`src/rtl/vote_pkg.sv`:
```
// Shared definitions for the voting front end and the vote logger:
// candidate count, FSM states and default timing values.
package vote_pkg;

    localparam int NUM_CAND            = 4;
    localparam int DEF_DEBOUNCE_CYCLES = 16;
    localparam int DEF_LOCKOUT_CYCLES  = 8;

    typedef enum logic [1:0] {
        IDLE         = 2'd0,
        WAIT_RELEASE = 2'd1,
        LOCKOUT      = 2'd2
    } vote_state_t;

    // True when exactly one bit of the button vector is set.
    function automatic logic is_single(input logic [NUM_CAND-1:0] v);
        return (v != '0) && ((v & (v - NUM_CAND'(1))) == '0);
    endfunction

endpackage

```
`src/rtl/vote_debounce.sv`:
```
// One-bit two-flop synchronizer followed by a saturating debouncer whose
// level changes only after DEBOUNCE_CYCLES consecutive cycles of a new value.
module vote_debounce
    import vote_pkg::*;
#(
    parameter int DEBOUNCE_CYCLES = DEF_DEBOUNCE_CYCLES
) (
    input  logic clk,
    input  logic rst,
    input  logic button,
    output logic level
);

    localparam int              CNT_W   = $clog2(DEBOUNCE_CYCLES + 1);
    localparam logic [CNT_W-1:0] CNT_MAX = CNT_W'(DEBOUNCE_CYCLES);

    logic             sync_p0;
    logic             sync_p1;
    logic [CNT_W-1:0] cnt;

    // stage p0/p1: metastability guard for the asynchronous button
    always_ff @(posedge clk or negedge rst) begin
        if (!rst) begin
            sync_p0 <= 1'b0;
            sync_p1 <= 1'b0;
        end else begin
            sync_p0 <= button;
            sync_p1 <= sync_p0;
        end
    end

    // Any return to the current level restarts the count; count stops at CNT_MAX.
    always_ff @(posedge clk or negedge rst) begin
        if (!rst) begin
            cnt   <= '0;
            level <= 1'b0;
        end else if (sync_p1 == level) begin
            cnt <= '0;
        end else if (cnt == CNT_MAX) begin
            level <= sync_p1;
            cnt   <= '0;
        end else begin
            cnt <= cnt + CNT_W'(1);
        end
    end

endmodule

```
`src/rtl/vote_button_ctrl.sv`:
```
// Voting button front end: debounces four candidate buttons and emits one
// registered pulse per accepted press, with release wait and lockout.
module vote_button_ctrl
    import vote_pkg::*;
#(
    parameter int DEBOUNCE_CYCLES = DEF_DEBOUNCE_CYCLES,
    parameter int LOCKOUT_CYCLES  = DEF_LOCKOUT_CYCLES
) (
    input  logic clk,
    input  logic rst,
    input  logic mode,
    input  logic button1,
    input  logic button2,
    input  logic button3,
    input  logic button4,
    output logic cand1_valid_vote,
    output logic cand2_valid_vote,
    output logic cand3_valid_vote,
    output logic cand4_valid_vote,
    output logic invalid_press,
    output logic busy
);

    localparam int               LCK_W    = $clog2(LOCKOUT_CYCLES + 1);
    localparam logic [LCK_W-1:0] LCK_LAST = LCK_W'(LOCKOUT_CYCLES - 1);

    logic [NUM_CAND-1:0] buttons;
    logic [NUM_CAND-1:0] levels;

    vote_state_t         state;
    vote_state_t         state_next;
    logic [LCK_W-1:0]    lock_cnt;
    logic [LCK_W-1:0]    lock_cnt_next;
    logic [NUM_CAND-1:0] cand_q;
    logic [NUM_CAND-1:0] cand_next;
    logic                invalid_q;
    logic                invalid_next;

    assign buttons = {button4, button3, button2, button1};

    for (genvar i = 0; i < NUM_CAND; i++) begin : g_deb
        vote_debounce #(
            .DEBOUNCE_CYCLES(DEBOUNCE_CYCLES)
        ) u_deb (
            .clk   (clk),
            .rst   (rst),
            .button(buttons[i]),
            .level (levels[i])
        );
    end

    always_ff @(posedge clk or negedge rst) begin
        if (!rst) begin
            state     <= IDLE;
            lock_cnt  <= '0;
            cand_q    <= '0;
            invalid_q <= 1'b0;
        end else begin
            state     <= state_next;
            lock_cnt  <= lock_cnt_next;
            cand_q    <= cand_next;
            invalid_q <= invalid_next;
        end
    end

    // mode is only looked at on the IDLE exit, so later changes cannot alter a press.
    always_comb begin
        state_next    = state;
        lock_cnt_next = lock_cnt;
        cand_next     = '0;
        invalid_next  = 1'b0;
        case (state)
            IDLE: begin
                if (levels != '0) begin
                    state_next = WAIT_RELEASE;
                    if (!mode) begin
                        if (is_single(levels)) begin
                            cand_next = levels;
                        end else begin
                            invalid_next = 1'b1;
                        end
                    end
                end
            end
            WAIT_RELEASE: begin
                if (levels == '0) begin
                    state_next    = LOCKOUT;
                    lock_cnt_next = '0;
                end
            end
            LOCKOUT: begin
                lock_cnt_next = lock_cnt + LCK_W'(1);
                if (lock_cnt == LCK_LAST) begin
                    state_next = IDLE;
                end
            end
            default: begin
                state_next = IDLE;
            end
        endcase
    end

    assign cand1_valid_vote = cand_q[0];
    assign cand2_valid_vote = cand_q[1];
    assign cand3_valid_vote = cand_q[2];
    assign cand4_valid_vote = cand_q[3];
    assign invalid_press    = invalid_q;
    assign busy             = (state != IDLE);

endmodule

```
`config.mk`:
```
export PLATFORM = sky130hd
export DESIGN_NAME = vote_button_ctrl
export DESIGN_NICKNAME = d
export VERILOG_FILES = /design/src/rtl/vote_pkg.sv /design/src/rtl/vote_debounce.sv /design/src/rtl/vote_button_ctrl.sv
export SDC_FILE = /design/constraint.sdc
export NUM_CORES = 1
export LEC_CHECK = 0
export ABC_AREA = 1
export BUFFER_PORTS_ARGS = -buffer_cell sky130_fd_sc_hd__clkbuf_2
export CAP_MARGIN = 20
export CORE_AREA = 5 5 66 68
export DETAILED_ROUTE_END_ITERATION = 6
export DIE_AREA = 0 0 71 73
export GPL_TIMING_DRIVEN = 0
export PLACE_DENSITY_LB_ADDON = 0.15
export RECOVER_POWER = 100
export SLEW_MARGIN = 20
export SYNTH_ARGS = -nofsm -noshare
export SYNTH_HDL_FRONTEND = slang
export SYNTH_HIERARCHICAL = 1
export SYNTH_SLANG_ARGS = --single-unit
```
`constraint.sdc`:
```
create_clock -name clk -period 2.35 [get_ports clk]
set_clock_uncertainty 0.1 [all_clocks]
set_input_delay 0.235 -clock clk [delete_from_list [all_inputs] [get_ports clk]]
set_output_delay 0.235 -clock clk [all_outputs]
set_load 0.005 [all_outputs]
```
==> out/qor.txt, run 1 <==
YOSYS
------------------------------------------------------------------------------------
Total of warnings raised by yosys                                                  6
Syn nets                                                                         245
Unique masters post-synth                                                         18
Share of synthesized area occupied by flip-flops and latches                   52.9%
Mean cell area of the mapped netlist                                        8.89 um2
Post-synthesis instance area                                                2040 um2
Post-synthesis instance total                                                    229
Register bit count reported by yosys                                              43

SETUP PATH
------------------------------------------------------------------------------------
CP cell instances                                                       inv_1, ha_1, nand2_1, inv_1, nand2_1, nand2_1, nor2_1
Critical path startpoint category                                           register
Worst reg2reg setup slack                                                    1.05 ns
Required time of the critical path                                           2.46 ns
Worst-path maximum fanout                                                          5
R2r endpoint                                                            g_deb[0].u_deb/cnt[2]
Top cell by count, worst path                                           sky130_fd_sc_hd__nand2_1
Worst setup path startpoint                                             g_deb[0].u_deb/cnt[0]
Crit path capture                                                       g_deb[0].u_deb/cnt[2]
Depth of the worst register-to-register path                                       7
Critical Setup Path Class                                                    reg2reg
Startpoint of the lowest-slack register-to-register path                g_deb[0].u_deb/cnt[0]
Slowest-stage cell, CP                                                  sky130_fd_sc_hd__dfrtp_1
Highest cell delay on the worst timing path                                  0.40 ns
Endpoint kind of the worst setup timing path                                register
Arrival time of data at the critical path endpoint                           1.41 ns

ROUTE
------------------------------------------------------------------------------------
Wirelength per Cell                                                          9.85 um
Vias after detailed routing                                                    1,390
Iteration count of the initial detailed-routing pass                               4
Post-route antenna net violation count                                             0
Routed Wire Length                                                           2970 um
First-iteration detailed-routing DRC count                                        43
Post-route DRC                                                                     0
Vias per std cell                                                               4.60

DIE
------------------------------------------------------------------------------------
Initial core utilization                                                       53.6%
Die extent in y                                                                73 um
Core Area                                                                   3800 um2
Top-level I/O count                                                               13
Die boundary width                                                             71 um
FP Rows                                                                           23
Die outline area                                                            5180 um2

POWER
------------------------------------------------------------------------------------
P_leak                                                                    0.00116 uW
Sum of internal, switching and leakage power                                 1350 uW
Power density normalized to cell area                                     601 nW/um2
IR Drop Worst-Case VDD                                                        386 uV

CTS
------------------------------------------------------------------------------------
Clock Pin Slew Worst Setup and Hold Paths                                    0.07 ns
CTS Buf Count                                                                      5
Number of buffers inserted for hold repair after clock tree synthesis              4
H-tree level count                                                                 2
Sinks on Clock Net                                                                43
Clk root buf                                                            sky130_fd_sc_hd__clkbuf_8
Resize count post-CTS                                                              0
CTS tree                                                                       built
# Post-CTS Setup Buffers                                                           0
Insertion delay of the later-clocked pin in the worst-skew pair              0.28 ns
Worst-case clock buffer depth                                                      2

JOB
------------------------------------------------------------------------------------
Maximum capacitance violations                                                     0

LAYOUT
------------------------------------------------------------------------------------
Layout Cell Area excl Fill                                                  2240 um2
Core occupancy in the finished layout                                          59.0%
Number of nets in the layout                                                     268
Antenna Cells                                                                      0
Layout cell share with drive strength beyond 1                                 13.9%
Area delta synth->final                                                        10.1%

TIMING
------------------------------------------------------------------------------------
Setup TNS Final                                                                 0 ns
Final Max Tran Viols                                                               0
Timing-limited maximum frequency                                           0.769 GHz
Headroom to the max-slew limit                                                 31.4%
Final Hold Vio Count                                                               0
Actual slew at the worst max-slew pin                                        1.03 ns
Setup violation total in the final timing report                                   0
Minimum period implied by the final worst setup slack                        1.30 ns
Final cycle utilization of the critical path                                   55.3%
RSZ-0062 raised after global routing                                              no
Hold slack final                                                           0.0155 ns

PLACEMENT
------------------------------------------------------------------------------------
Post-detail-place hpwl                                                       2140 um
Area post-placement                                                         2160 um2
Last weighted congestion value of the routability-driven placer                0.773
IO buf count                                                                      12

GLOBAL ROUTE
------------------------------------------------------------------------------------
Congestion Overflow GR                                                             0
Overall global routing resource usage                                          13.5%
Vias in the first global route                                                 1,251
Maximum number of pins on one net before global-route repair                      44
Wire length of the first global-routing pass                                 5350 um
Number of antenna violations at the first check in global routing                  0

OUTCOME
------------------------------------------------------------------------------------
Run status                                                              finished, final reports clean

MIN PATH
------------------------------------------------------------------------------------
Worst min-delay path category                                               in2async

-- cell type report --
cell class | instances | area [um2]
clock buffer | 6 | 82.6
clock inverter | 1 | 5.00
fill | 347 | 1560
multi-input combinational | 146 | 769
inverter | 40 | 150
sequential | 43 | 1080
tap | 50 | 62.6
timing repair buffer | 16 | 96.3
-- sequential cells by signal, summed over array words and instances (netlist names) --
register	count
cand_q	4
g_deb.u_deb/cnt	20
g_deb.u_deb/level	4
g_deb.u_deb/sync_p0	4
g_deb.u_deb/sync_p1	4
invalid_press	1
lock_cnt	4
state	2
-- through the flow --
step,setup WS [ns],std cells
after floorplan,1.26,229
after global placement,1.09,291
after detailed placement,1.10,291
after CTS,1.05,302
after global routing,0.897,302
final,1.05,302
-- critical path: cells and delay by family (launching register included) --
family                   cells  cell delay [ns]
AND/OR/NAND/NOR              4             0.45
flip-flops                   1             0.40
buffers and inverters        2             0.09
adder cells (fa/ha/maj)      1             0.19
-- logic make-up after synthesis --
group	synth area share [%]
AND/OR/NAND/NOR	29.6
flip-flops	52.9
adder cells (fa/ha/maj)	5.53
AO/OA/AOI/OAI	2.46
XOR/XNOR	2.15
buffers and inverters	7.38
-- per-layer routing --
layer	track usage [%]	vias up	wire length, um
met5	0	-	0
met4	6.26	0	39
met3	5.23	4	125
met2	20.8	16	1360
met1	16.8	626	1440
li1	-	744	-
-- placed cells by master (no fill, tap or decap) --
cell type,synthesis,routed
sky130_fd_sc_hd__clkbuf_1,0,3
sky130_fd_sc_hd__xnor2_1,4,4
sky130_fd_sc_hd__nor2_2,12,12
sky130_fd_sc_hd__a21boi_0,4,4
sky130_fd_sc_hd__clkbuf_8,0,6
sky130_fd_sc_hd__or2_0,1,1
sky130_fd_sc_hd__inv_2,2,2
sky130_fd_sc_hd__clkbuf_2,0,9
sky130_fd_sc_hd__clkinv_2,0,1
sky130_fd_sc_hd__nand3b_1,1,1
sky130_fd_sc_hd__nor2_1,17,17
sky130_fd_sc_hd__dlygate4sd3_1,0,4
sky130_fd_sc_hd__nor2_4,1,1
sky130_fd_sc_hd__nand2_2,8,4
sky130_fd_sc_hd__o21ai_1,4,2
sky130_fd_sc_hd__o21ai_0,0,2
sky130_fd_sc_hd__nand2_1,54,62
sky130_fd_sc_hd__xor2_1,1,1
sky130_fd_sc_hd__nand3_1,17,17
sky130_fd_sc_hd__ha_1,9,9
sky130_fd_sc_hd__inv_1,38,38
sky130_fd_sc_hd__nand4_1,9,9
sky130_fd_sc_hd__dfrtp_1,43,43
-- Yosys cell counts --
master,n,area share (%)
sky130_fd_sc_hd__a21boi_0,4,1.5
sky130_fd_sc_hd__dfrtp_1,43,53
sky130_fd_sc_hd__ha_1,9,5.5
sky130_fd_sc_hd__inv_1,38,7.0
sky130_fd_sc_hd__inv_2,2,0.37
sky130_fd_sc_hd__nand2_1,54,10
sky130_fd_sc_hd__nand2_2,8,2.5
sky130_fd_sc_hd__nand2_4,4,2.2
sky130_fd_sc_hd__nand3_1,17,4.2
sky130_fd_sc_hd__nand3b_1,1,0.37
sky130_fd_sc_hd__nand4_1,9,2.8
sky130_fd_sc_hd__nor2_1,17,3.1
sky130_fd_sc_hd__nor2_2,12,3.7
sky130_fd_sc_hd__nor2_4,1,0.55
sky130_fd_sc_hd__o21ai_1,4,0.98
sky130_fd_sc_hd__or2_0,1,0.31
sky130_fd_sc_hd__xnor2_1,4,1.7
sky130_fd_sc_hd__xor2_1,1,0.43
-- power breakdown --
part / switching, uW / internal (uW) / total [uW]
sequential: 31.6 / 769 / 801
combinational: 53.6 / 40.6 / 94.2
clock: 223 / 230 / 453
-- worst min path at each step --
stage / endpoint / slack (ns) / depth (start not counted)
2_1_floorplan: cand_q[0] / -0.16 / 0
3_3_place_gp: g_deb[2].u_deb/sync_p1 / 0.23 / 0
3_5_place_dp: g_deb[3].u_deb/sync_p1 / 0.23 / 0
4_1_cts: cand_q[3] / 0.06 / 1
5_1_grt: g_deb[3].u_deb/sync_p1 / 0.11 / 1
6_report: g_deb[3].u_deb/sync_p1 / 0.02 / 1
Note: power is estimated with default switching activity, not from simulation.
==> run 2, diff against run 1 <==
--- a/config.mk
+++ b/config.mk
@@ -5,12 +5,12 @@
 export SDC_FILE = /design/constraint.sdc
 export NUM_CORES = 1
 export LEC_CHECK = 0
-export ABC_AREA = 1
+export ABC_AREA = 0
 export BUFFER_PORTS_ARGS = -buffer_cell sky130_fd_sc_hd__clkbuf_2
 export CAP_MARGIN = 20
-export CORE_AREA = 5 5 66 68
+export CORE_AREA = 5 5 62 64
 export DETAILED_ROUTE_END_ITERATION = 6
-export DIE_AREA = 0 0 71 73
+export DIE_AREA = 0 0 67 69
 export GPL_TIMING_DRIVEN = 0
 export PLACE_DENSITY_LB_ADDON = 0.15
 export RECOVER_POWER = 100
==> constraint.sdc (replaced) <==
create_clock -name clk -period 1.3 [get_ports clk]
set_clock_uncertainty 0.1 [all_clocks]
set_input_delay 0.13 -clock clk [delete_from_list [all_inputs] [get_ports clk]]
set_output_delay 0.13 -clock clk [all_outputs]
set_load 0.005 [all_outputs]
==> run 2 against run 1 <==
Compared with the run above:
- the flow now finishes with violations (hold timing, setup timing)
- cell count fell by 23%
- area after synthesis decreased by 11%
- first-iteration DRC count rose by 51%
- synthesized cell count decreased by 34%
- clock-buffer cell count rose by 1
- critical path depth down 2
- routed wire length is 3.1% lower
- combinational power is 150% higher
- register-to-register slack worse by 1.1 ns
- clock power is 32% higher
- utilization grew 11 points
- fmax decreased by 4.9%
- largest cell class unchanged
- highest routed layer unchanged
==> out/qor.txt, run 2 <==
SETUP PATH
------------------------------------------------------------------------------------
R2r endpoint                                                            g_deb[2].u_deb/level
Depth of the worst register-to-register path                                       5
Critical path startpoint category                                           register
Critical Setup Path Class                                                    reg2reg
Worst reg2reg setup slack                                                   -0.07 ns
Worst-path maximum fanout                                                          2
Startpoint of the lowest-slack register-to-register path                g_deb[2].u_deb/cnt[0]
Required time of the critical path                                           1.44 ns
Arrival time of data at the critical path endpoint                           1.51 ns
Endpoint kind of the worst setup timing path                                register

YOSYS
------------------------------------------------------------------------------------
Unique masters post-synth                                                         25
Register bit count reported by yosys                                              43
Share of synthesized area occupied by flip-flops and latches                   59.3%
Mean cell area of the mapped netlist                                        11.9 um2
List of most frequent post-synthesis cells                              sky130_fd_sc_hd__dfrtp_1, sky130_fd_sc_hd__nor2_1, sky130_fd_sc_hd__ha_1, sky130_fd_sc_hd__xnor2_1, sky130_fd_sc_hd__xor2_1
Proportion of netlist area held by the largest area contributor                59.3%
Post-synthesis instance area                                                1820 um2
Ranking of synthesized cells by area                                    sky130_fd_sc_hd__dfrtp_1, sky130_fd_sc_hd__ha_1, sky130_fd_sc_hd__xnor2_1, sky130_fd_sc_hd__xor2_1, sky130_fd_sc_hd__nor2_1
Post-synthesis instance total                                                    152
Syn nets                                                                         168
Number of synthesized flops with an enable pin                                     0
Total of warnings raised by yosys                                                  6
Async SR Flop Fraction                                                          100%
Top FF cell, synth                                                      sky130_fd_sc_hd__dfrtp_1
Most frequent cell after synthesis                                      sky130_fd_sc_hd__dfrtp_1
Yosys top cell by area                                                  sky130_fd_sc_hd__dfrtp_1

LAYOUT
------------------------------------------------------------------------------------
Layout Cell Area excl Fill                                                  2260 um2
Layout cell share with drive strength beyond 1                                 31.0%
Number of nets in the layout                                                     202
Register bank with the most flops                                       g_deb.u_deb/cnt
Antenna Cells                                                                      0
Leading cell type in the layout, fill and taps excluded                 sky130_fd_sc_hd__dfrtp_1
Area delta synth->final                                                        24.3%
Highest-count cells in the layout ignoring fill and taps                sky130_fd_sc_hd__dfrtp_1, sky130_fd_sc_hd__nor2_1, sky130_fd_sc_hd__buf_4
Core occupancy in the finished layout                                          69.8%
Final instance count without filler cells                                        233
Flip-flop count of the largest register, all copies and words added               20

ROUTE
------------------------------------------------------------------------------------
Vias per std cell                                                               5.08
First-iteration detailed-routing DRC count                                        65
Vias after detailed routing                                                    1,184
Post-route DRC                                                                     0
Post-route antenna net violation count                                             0
Wirelength per Cell                                                          12.4 um
Iteration count of the initial detailed-routing pass                               4
Routed Wire Length                                                           2880 um

POWER
------------------------------------------------------------------------------------
P_leak                                                                    0.00108 uW
Power density normalized to cell area                                    1010 nW/um2
IR Drop Worst-Case VDD                                                        792 uV

DIE
------------------------------------------------------------------------------------
Core Area                                                                   3230 um2
Die outline area                                                            4620 um2
FP Rows                                                                           21
Die boundary width                                                             67 um
Die extent in y                                                                69 um
Initial core utilization                                                       56.2%
Top-level I/O count                                                               13

TIMING
------------------------------------------------------------------------------------
Final Max Tran Viols                                                               0
RSZ-0062 raised after global routing                                             yes
Final cycle utilization of the critical path                                    105%
Final worst-path setup slack                                              -0.0667 ns
Hold slack final                                                           -0.159 ns
Final Hold Vio Count                                                              43
Setup violation total in the final timing report                                  11
Timing-limited maximum frequency                                           0.732 GHz
Actual slew at the worst max-slew pin                                        1.01 ns
Minimum period implied by the final worst setup slack                        1.37 ns
Headroom to the max-slew limit                                                 32.8%

GLOBAL ROUTE
------------------------------------------------------------------------------------
Vias in the first global route                                                 1,220
Maximum number of pins on one net before global-route repair                      44
Number of antenna violations at the first check in global routing                  0
Wire length of the first global-routing pass                                 5330 um
Overall global routing resource usage                                          14.8%
Congestion Overflow GR                                                             0

MIN PATH
------------------------------------------------------------------------------------
Worst min-delay path category                                               in2async

PLACEMENT
------------------------------------------------------------------------------------
Last weighted congestion value of the routability-driven placer                0.793
Area post-placement                                                         1950 um2
IO buf count                                                                      12
Post-detail-place hpwl                                                       1900 um
Number of instances in the placed design                                         210

CTS
------------------------------------------------------------------------------------
Sinks on Clock Net                                                                43
Insertion delay of the later-clocked pin in the worst-skew pair              0.34 ns
Worst-case clock buffer depth                                                      2
Number of buffers inserted for hold repair after clock tree synthesis              5
CTS tree                                                                       built
CTS Buf Count                                                                      5
Clock Pin Slew Worst Setup and Hold Paths                                    0.12 ns
H-tree level count                                                                 2
Clk root buf                                                            sky130_fd_sc_hd__clkbuf_4

JOB
------------------------------------------------------------------------------------
Maximum capacitance violations                                                     0

OUTCOME
------------------------------------------------------------------------------------
Run status                                                              complete, but fails checks
Failing checks                                                          hold timing, setup timing

[run 2: cell types whose count changed after synthesis, moves of 5 or more]
cell | previous run | this run
sky130_fd_sc_hd__nand2_1 | 54 | 7
sky130_fd_sc_hd__inv_1 | 38 | 8
sky130_fd_sc_hd__nor2_2 | 12 | 0
sky130_fd_sc_hd__nand3_1 | 17 | 8
sky130_fd_sc_hd__nand4_1 | 9 | 0
sky130_fd_sc_hd__and2_1 | 0 | 8
sky130_fd_sc_hd__nand2_2 | 8 | 0
sky130_fd_sc_hd__xor2_1 | 1 | 9
sky130_fd_sc_hd__nor3_1 | 0 | 5
sky130_fd_sc_hd__xnor2_1 | 4 | 9
[run 2: logic make-up (layout without fill, tap and decap cells)]
logic type	after synthesis	after routing	synth area share [%]
fa+ha+maj	9	9	6.20
flops	43	43	59.3
simple gates	61	61	18.0
xor+xnor	18	18	8.68
compound gates	8	8	3.17
buf+inv	8	43	1.65
mux	5	5	3.03
[run 2: how the worst max path moves through the flow]
stage | start | to | slack (ns) | cells after the start
detailed placement | g_deb[0].u_deb/cnt[0] | g_deb[0].u_deb/level | -0.11 | 5
CTS | g_deb[0].u_deb/cnt[0] | g_deb[0].u_deb/level | -0.08 | 5
global route | g_deb[3].u_deb/cnt[1] | g_deb[3].u_deb/level | -0.11 | 5
finish | g_deb[2].u_deb/cnt[0] | g_deb[2].u_deb/level | -0.07 | 5
floorplan | g_deb[0].u_deb/cnt[0] | g_deb[0].u_deb/level | 0.004 | 5
global placement | g_deb[2].u_deb/cnt[0] | g_deb[2].u_deb/level | -0.06 | 5
[run 2: timing repair]
item,4_1_cts,5_1_grt
setup buffers,10,0
endpoints found under the setup margin,24,25
pin swaps,2,5
gates resized for setup,17,18
endpoints found under the hold margin,52,43
cloned,0,0
[run 2: final cells by class]
| type | count | area, um2 |
|---|---|---|
| clock buffer | 7 | 45.0 |
| clock inverter | 1 | 5.00 |
| fill | 233 | 975 |
| inverter | 8 | 30.0 |
| multi-input combinational | 101 | 862 |
| sequential | 43 | 1080 |
| tap | 46 | 57.6 |
| timing repair buffer | 27 | 181 |
[run 2: metrics by stage]
step           setup slack [ns]  total power, uW  setup TNS [ns]
2_1_floorplan           0.00400             1550               0
3_3_place_gp            -0.0561             1610          -0.480
3_5_place_dp             -0.106             1620           -1.26
4_1_cts                 -0.0766             2270          -0.275
5_1_grt                  -0.112             2400           -1.82
6_report                -0.0667             2270          -0.324
[run 2: critical path: stages (launching register included)]
cell and delay [ns]:
sky130_fd_sc_hd__dfrtp_1 0.42, sky130_fd_sc_hd__inv_1 0.06, sky130_fd_sc_hd__ha_1 0.16, sky130_fd_sc_hd__nand2_2 0.08, sky130_fd_sc_hd__nor3_4 0.13, sky130_fd_sc_hd__mux2_4 0.31
[run 2: metal layers]
layer	track usage, %	part of all wire, %	wire length [um]
met5	0	0	0
met4	6.76	1.7	48
met3	3.90	3.5	101
met2	22.4	50	1450
met1	19.8	45	1290
[run 2: power by group]
| group | internal, uW | switching [uW] | total [uW] | leakage, uW |
|---|---|---|---|---|
| Sequential | 1390 | 48.7 | 1440 | 0.000571 |
| Clock | 211 | 386 | 597 | 0.0000293 |
| Combinational | 117 | 115 | 232 | 0.000478 |
| Total | 1720 | 550 | 2270 | 0.00108 |
==> run 3, diff against run 2 <==
--- a/config.mk
+++ b/config.mk
@@ -8,14 +8,13 @@
 export ABC_AREA = 0
 export BUFFER_PORTS_ARGS = -buffer_cell sky130_fd_sc_hd__clkbuf_2
 export CAP_MARGIN = 20
-export CORE_AREA = 5 5 62 64
+export CORE_AREA = 5 5 63 65
 export DETAILED_ROUTE_END_ITERATION = 6
-export DIE_AREA = 0 0 67 69
+export DIE_AREA = 0 0 68 70
 export GPL_TIMING_DRIVEN = 0
 export PLACE_DENSITY_LB_ADDON = 0.15
 export RECOVER_POWER = 100
 export SLEW_MARGIN = 20
 export SYNTH_ARGS = -nofsm -noshare
 export SYNTH_HDL_FRONTEND = slang
-export SYNTH_HIERARCHICAL = 1
 export SYNTH_SLANG_ARGS = --single-unit
==> run 3 against run 2 <==
Compared with the run above:
- critical path depth fell by 3
- routed wire length up 11%
- register-to-register slack lost 0.02 ns
- the run still ends with hold timing, setup timing left
- worst setup slack worse by 0.033 ns
- critical path type is now reg2out
- largest cell class unchanged
- clock-buffer cell count is 1 lower
- utilization grew 0.90 points
==> out/qor.txt, run 3 <==
MIN PATH
------------------------------------------------------------------------------------
Worst min-delay path category                                               in2async

YOSYS
------------------------------------------------------------------------------------
Share of synthesized area occupied by flip-flops and latches                   58.7%
Top FF cell, synth                                                      sky130_fd_sc_hd__dfrtp_1
Total of warnings raised by yosys                                                  0
Unique masters post-synth                                                         25
Mean cell area of the mapped netlist                                        11.8 um2
List of most frequent post-synthesis cells                              sky130_fd_sc_hd__dfrtp_1, sky130_fd_sc_hd__nor2_1
Most frequent cell after synthesis                                      sky130_fd_sc_hd__dfrtp_1
Register bit count reported by yosys                                              43
Ranking of synthesized cells by area                                    sky130_fd_sc_hd__dfrtp_1, sky130_fd_sc_hd__ha_1, sky130_fd_sc_hd__xor2_1, sky130_fd_sc_hd__xnor2_1, sky130_fd_sc_hd__nor2_1
Syn nets                                                                         171
Proportion of netlist area held by the largest area contributor                58.7%
Post-synthesis instance total                                                    155
Yosys top cell by area                                                  sky130_fd_sc_hd__dfrtp_1
Number of synthesized flops with an enable pin                                     0
Async SR Flop Fraction                                                          100%
Post-synthesis instance area                                                1830 um2

TIMING
------------------------------------------------------------------------------------
RSZ-0062 raised after global routing                                             yes
Final cycle utilization of the critical path                                    108%
Setup violation total in the final timing report                                  10
Final Hold Vio Count                                                              43
Final Max Tran Viols                                                               0
Hold slack final                                                           -0.154 ns
Final worst-path setup slack                                              -0.0997 ns
Timing-limited maximum frequency                                           0.714 GHz
Minimum period implied by the final worst setup slack                        1.40 ns
Headroom to the max-slew limit                                                 30.9%
Actual slew at the worst max-slew pin                                        1.04 ns

LAYOUT
------------------------------------------------------------------------------------
Number of nets in the layout                                                     205
Highest-count cells in the layout ignoring fill and taps                sky130_fd_sc_hd__dfrtp_1, sky130_fd_sc_hd__nor2_1, sky130_fd_sc_hd__buf_4
Area delta synth->final                                                        26.8%
Register bank with the most flops                                       g_deb.u_deb.cnt
Layout cell share with drive strength beyond 1                                 33.0%
Flip-flop count of the largest register, all copies and words added               20
Final instance count without filler cells                                        234
Leading cell type in the layout, fill and taps excluded                 sky130_fd_sc_hd__dfrtp_1
Antenna Cells                                                                      0

PLACEMENT
------------------------------------------------------------------------------------
IO buf count                                                                      12
Last weighted congestion value of the routability-driven placer                0.783
Setup WS pre-CTS                                                           -0.159 ns
Number of instances in the placed design                                         213
Post-detail-place hpwl                                                       1960 um

POWER
------------------------------------------------------------------------------------
Power density normalized to cell area                                     988 nW/um2
IR Drop Worst-Case VDD                                                        772 uV
P_leak                                                                    0.00107 uW

SETUP PATH
------------------------------------------------------------------------------------
Critical path startpoint category                                           register
Startpoint of the lowest-slack register-to-register path                g_deb[0].u_deb.cnt[0]
Worst reg2reg setup slack                                                   -0.09 ns
CP cell instances                                                       or2_4, clkbuf_2
Slowest-stage cell, CP                                                  sky130_fd_sc_hd__dfrtp_1
R2r endpoint                                                            g_deb[0].u_deb.level
Worst setup path startpoint                                                 state[1]
Worst-path maximum fanout                                                          6
Highest cell delay on the worst timing path                                  0.47 ns
Depth of the worst register-to-register path                                       5
Critical Setup Path Class                                                    reg2out
Crit path capture                                                               busy
Endpoint kind of the worst setup timing path                              output pin
Arrival time of data at the critical path endpoint                           1.17 ns
Required time of the critical path                                           1.07 ns

CTS
------------------------------------------------------------------------------------
CTS tree                                                                       built
CTS Buf Count                                                                      5
Insertion delay of the later-clocked pin in the worst-skew pair              0.35 ns
Sinks on Clock Net                                                                43
Clock Pin Slew Worst Setup and Hold Paths                                    0.11 ns
Number of buffers inserted for hold repair after clock tree synthesis              5
Worst-case clock buffer depth                                                      2
H-tree level count                                                                 2
Clk root buf                                                            sky130_fd_sc_hd__clkbuf_4

JOB
------------------------------------------------------------------------------------
Maximum capacitance violations                                                     0

DIE
------------------------------------------------------------------------------------
Core Area                                                                   3280 um2
Top-level I/O count                                                               13
Initial core utilization                                                       55.8%
Die boundary width                                                             68 um
FP Rows                                                                           21
Die extent in y                                                                70 um
Die outline area                                                            4760 um2

GLOBAL ROUTE
------------------------------------------------------------------------------------
Wire length of the first global-routing pass                                 5290 um
Vias in the first global route                                                 1,222
Number of antenna violations at the first check in global routing                  0
Congestion Overflow GR                                                             0
Overall global routing resource usage                                          15.1%
Maximum number of pins on one net before global-route repair                      44

OUTCOME
------------------------------------------------------------------------------------
Failing checks                                                          hold timing, setup timing
Run status                                                              complete, but fails checks

ROUTE
------------------------------------------------------------------------------------
Post-route antenna net violation count                                             0
Vias per std cell                                                               5.05
First-iteration detailed-routing DRC count                                        37
Post-route DRC                                                                     0
Routed Wire Length                                                           3210 um
Iteration count of the initial detailed-routing pass                               4
Wirelength per Cell                                                          13.7 um
Vias after detailed routing                                                    1,182

run 3: cell types whose count changed in the layout (fill, tap and decap cells not counted), moves of 3 or more:
cell	delta
sky130_fd_sc_hd__nor2_1	-3
sky130_fd_sc_hd__inv_2	-4
sky130_fd_sc_hd__o31ai_2	-4
sky130_fd_sc_hd__o31ai_4	+3
sky130_fd_sc_hd__inv_1	+5
sky130_fd_sc_hd__dfrtp_1	-3
sky130_fd_sc_hd__dfrtp_2	+3
run 3: how the worst min path moves through the flow:
| stage | from | end | slack [ns] | depth (start not counted) |
|---|---|---|---|---|
| floorplan | rst | cand_q[0] | -0.27 | 0 |
| global placement | button1 | g_deb[0].u_deb.sync_p0 | 0.14 | 1 |
| detailed placement | button3 | g_deb[2].u_deb.sync_p0 | 0.14 | 1 |
| CTS | rst | cand_q[0] | -0.14 | 1 |
| global route | rst | g_deb[1].u_deb.cnt[0] | -0.09 | 1 |
| finish | rst | cand_q[0] | -0.15 | 1 |
run 3: area by class of cell:
cell class	instances	area, um2
clock buffers	6	41.3
well taps	46	57.6
plain buffers	1	7.51
fillers	239	961
flip-flops and latches	43	1080
inverters	9	33.8
repair buffers	29	194
multi-input cells	100	910
run 3: cells by family after synthesis:
| kind of cell | count (synthesis) | share of synthesized area (%) |
|---|---|---|
| and+or+nand+nor | 57 | 16.2 |
| muxes | 5 | 3.07 |
| AOI/OAI and AO/OA | 12 | 4.98 |
| DFF | 43 | 58.7 |
| xor gates and xnor gates | 17 | 8.12 |
| buffers and inverters | 12 | 2.80 |
| adders and majority gates | 9 | 6.14 |
run 3: timing repair:
| action | in CTS | in global routing |
|---|---|---|
| resized for setup | 13 | 27 |
| endpoints found under the hold margin | 52 | 43 |
| setup endpoints to repair | 27 | 28 |
| pin swaps | 4 | 6 |
| setup buffers | 11 | 1 |
run 3: layer usage:
layer | up-vias | part of all wire (%) | GRT usage [%]
met1 | 582 | 42 | 17.4
li1 | 576 | - | -
met5 | - | 0 | 0
met2 | 18 | 51 | 23.7
met4 | 0 | 2.6 | 8.61
met3 | 6 | 4.5 | 5.29
run 3: critical path, delay by kind of cell (launching register included):
family        cells  cell delay, ns
simple gates      1            0.25
buf+inv           1            0.11
flops             1            0.47
run 3: power by group:
group | internal, uW | switching (uW)
clock | 193 | 378
sequential | 1400 | 64.0
combinational | 139 | 122
total | 1730 | 564
run 3: stage by stage:
step / area, um2 / utilization, % / hold WS (ns) / total power (uW) / TNS, ns
finish: 2320 / 70.7 / -0.154 / 2300 / -0.501
global route: 2320 / 70.7 / -0.0878 / 2430 / -1.47
CTS: 2210 / 67.3 / -0.143 / 2300 / -0.662
detailed placement: 1990 / 60.5 / 0.140 / 1650 / -1.66
global placement: 1990 / 60.5 / 0.138 / 1640 / -0.902
floorplan: 1870 / - / -0.266 / 1580 / -0.107
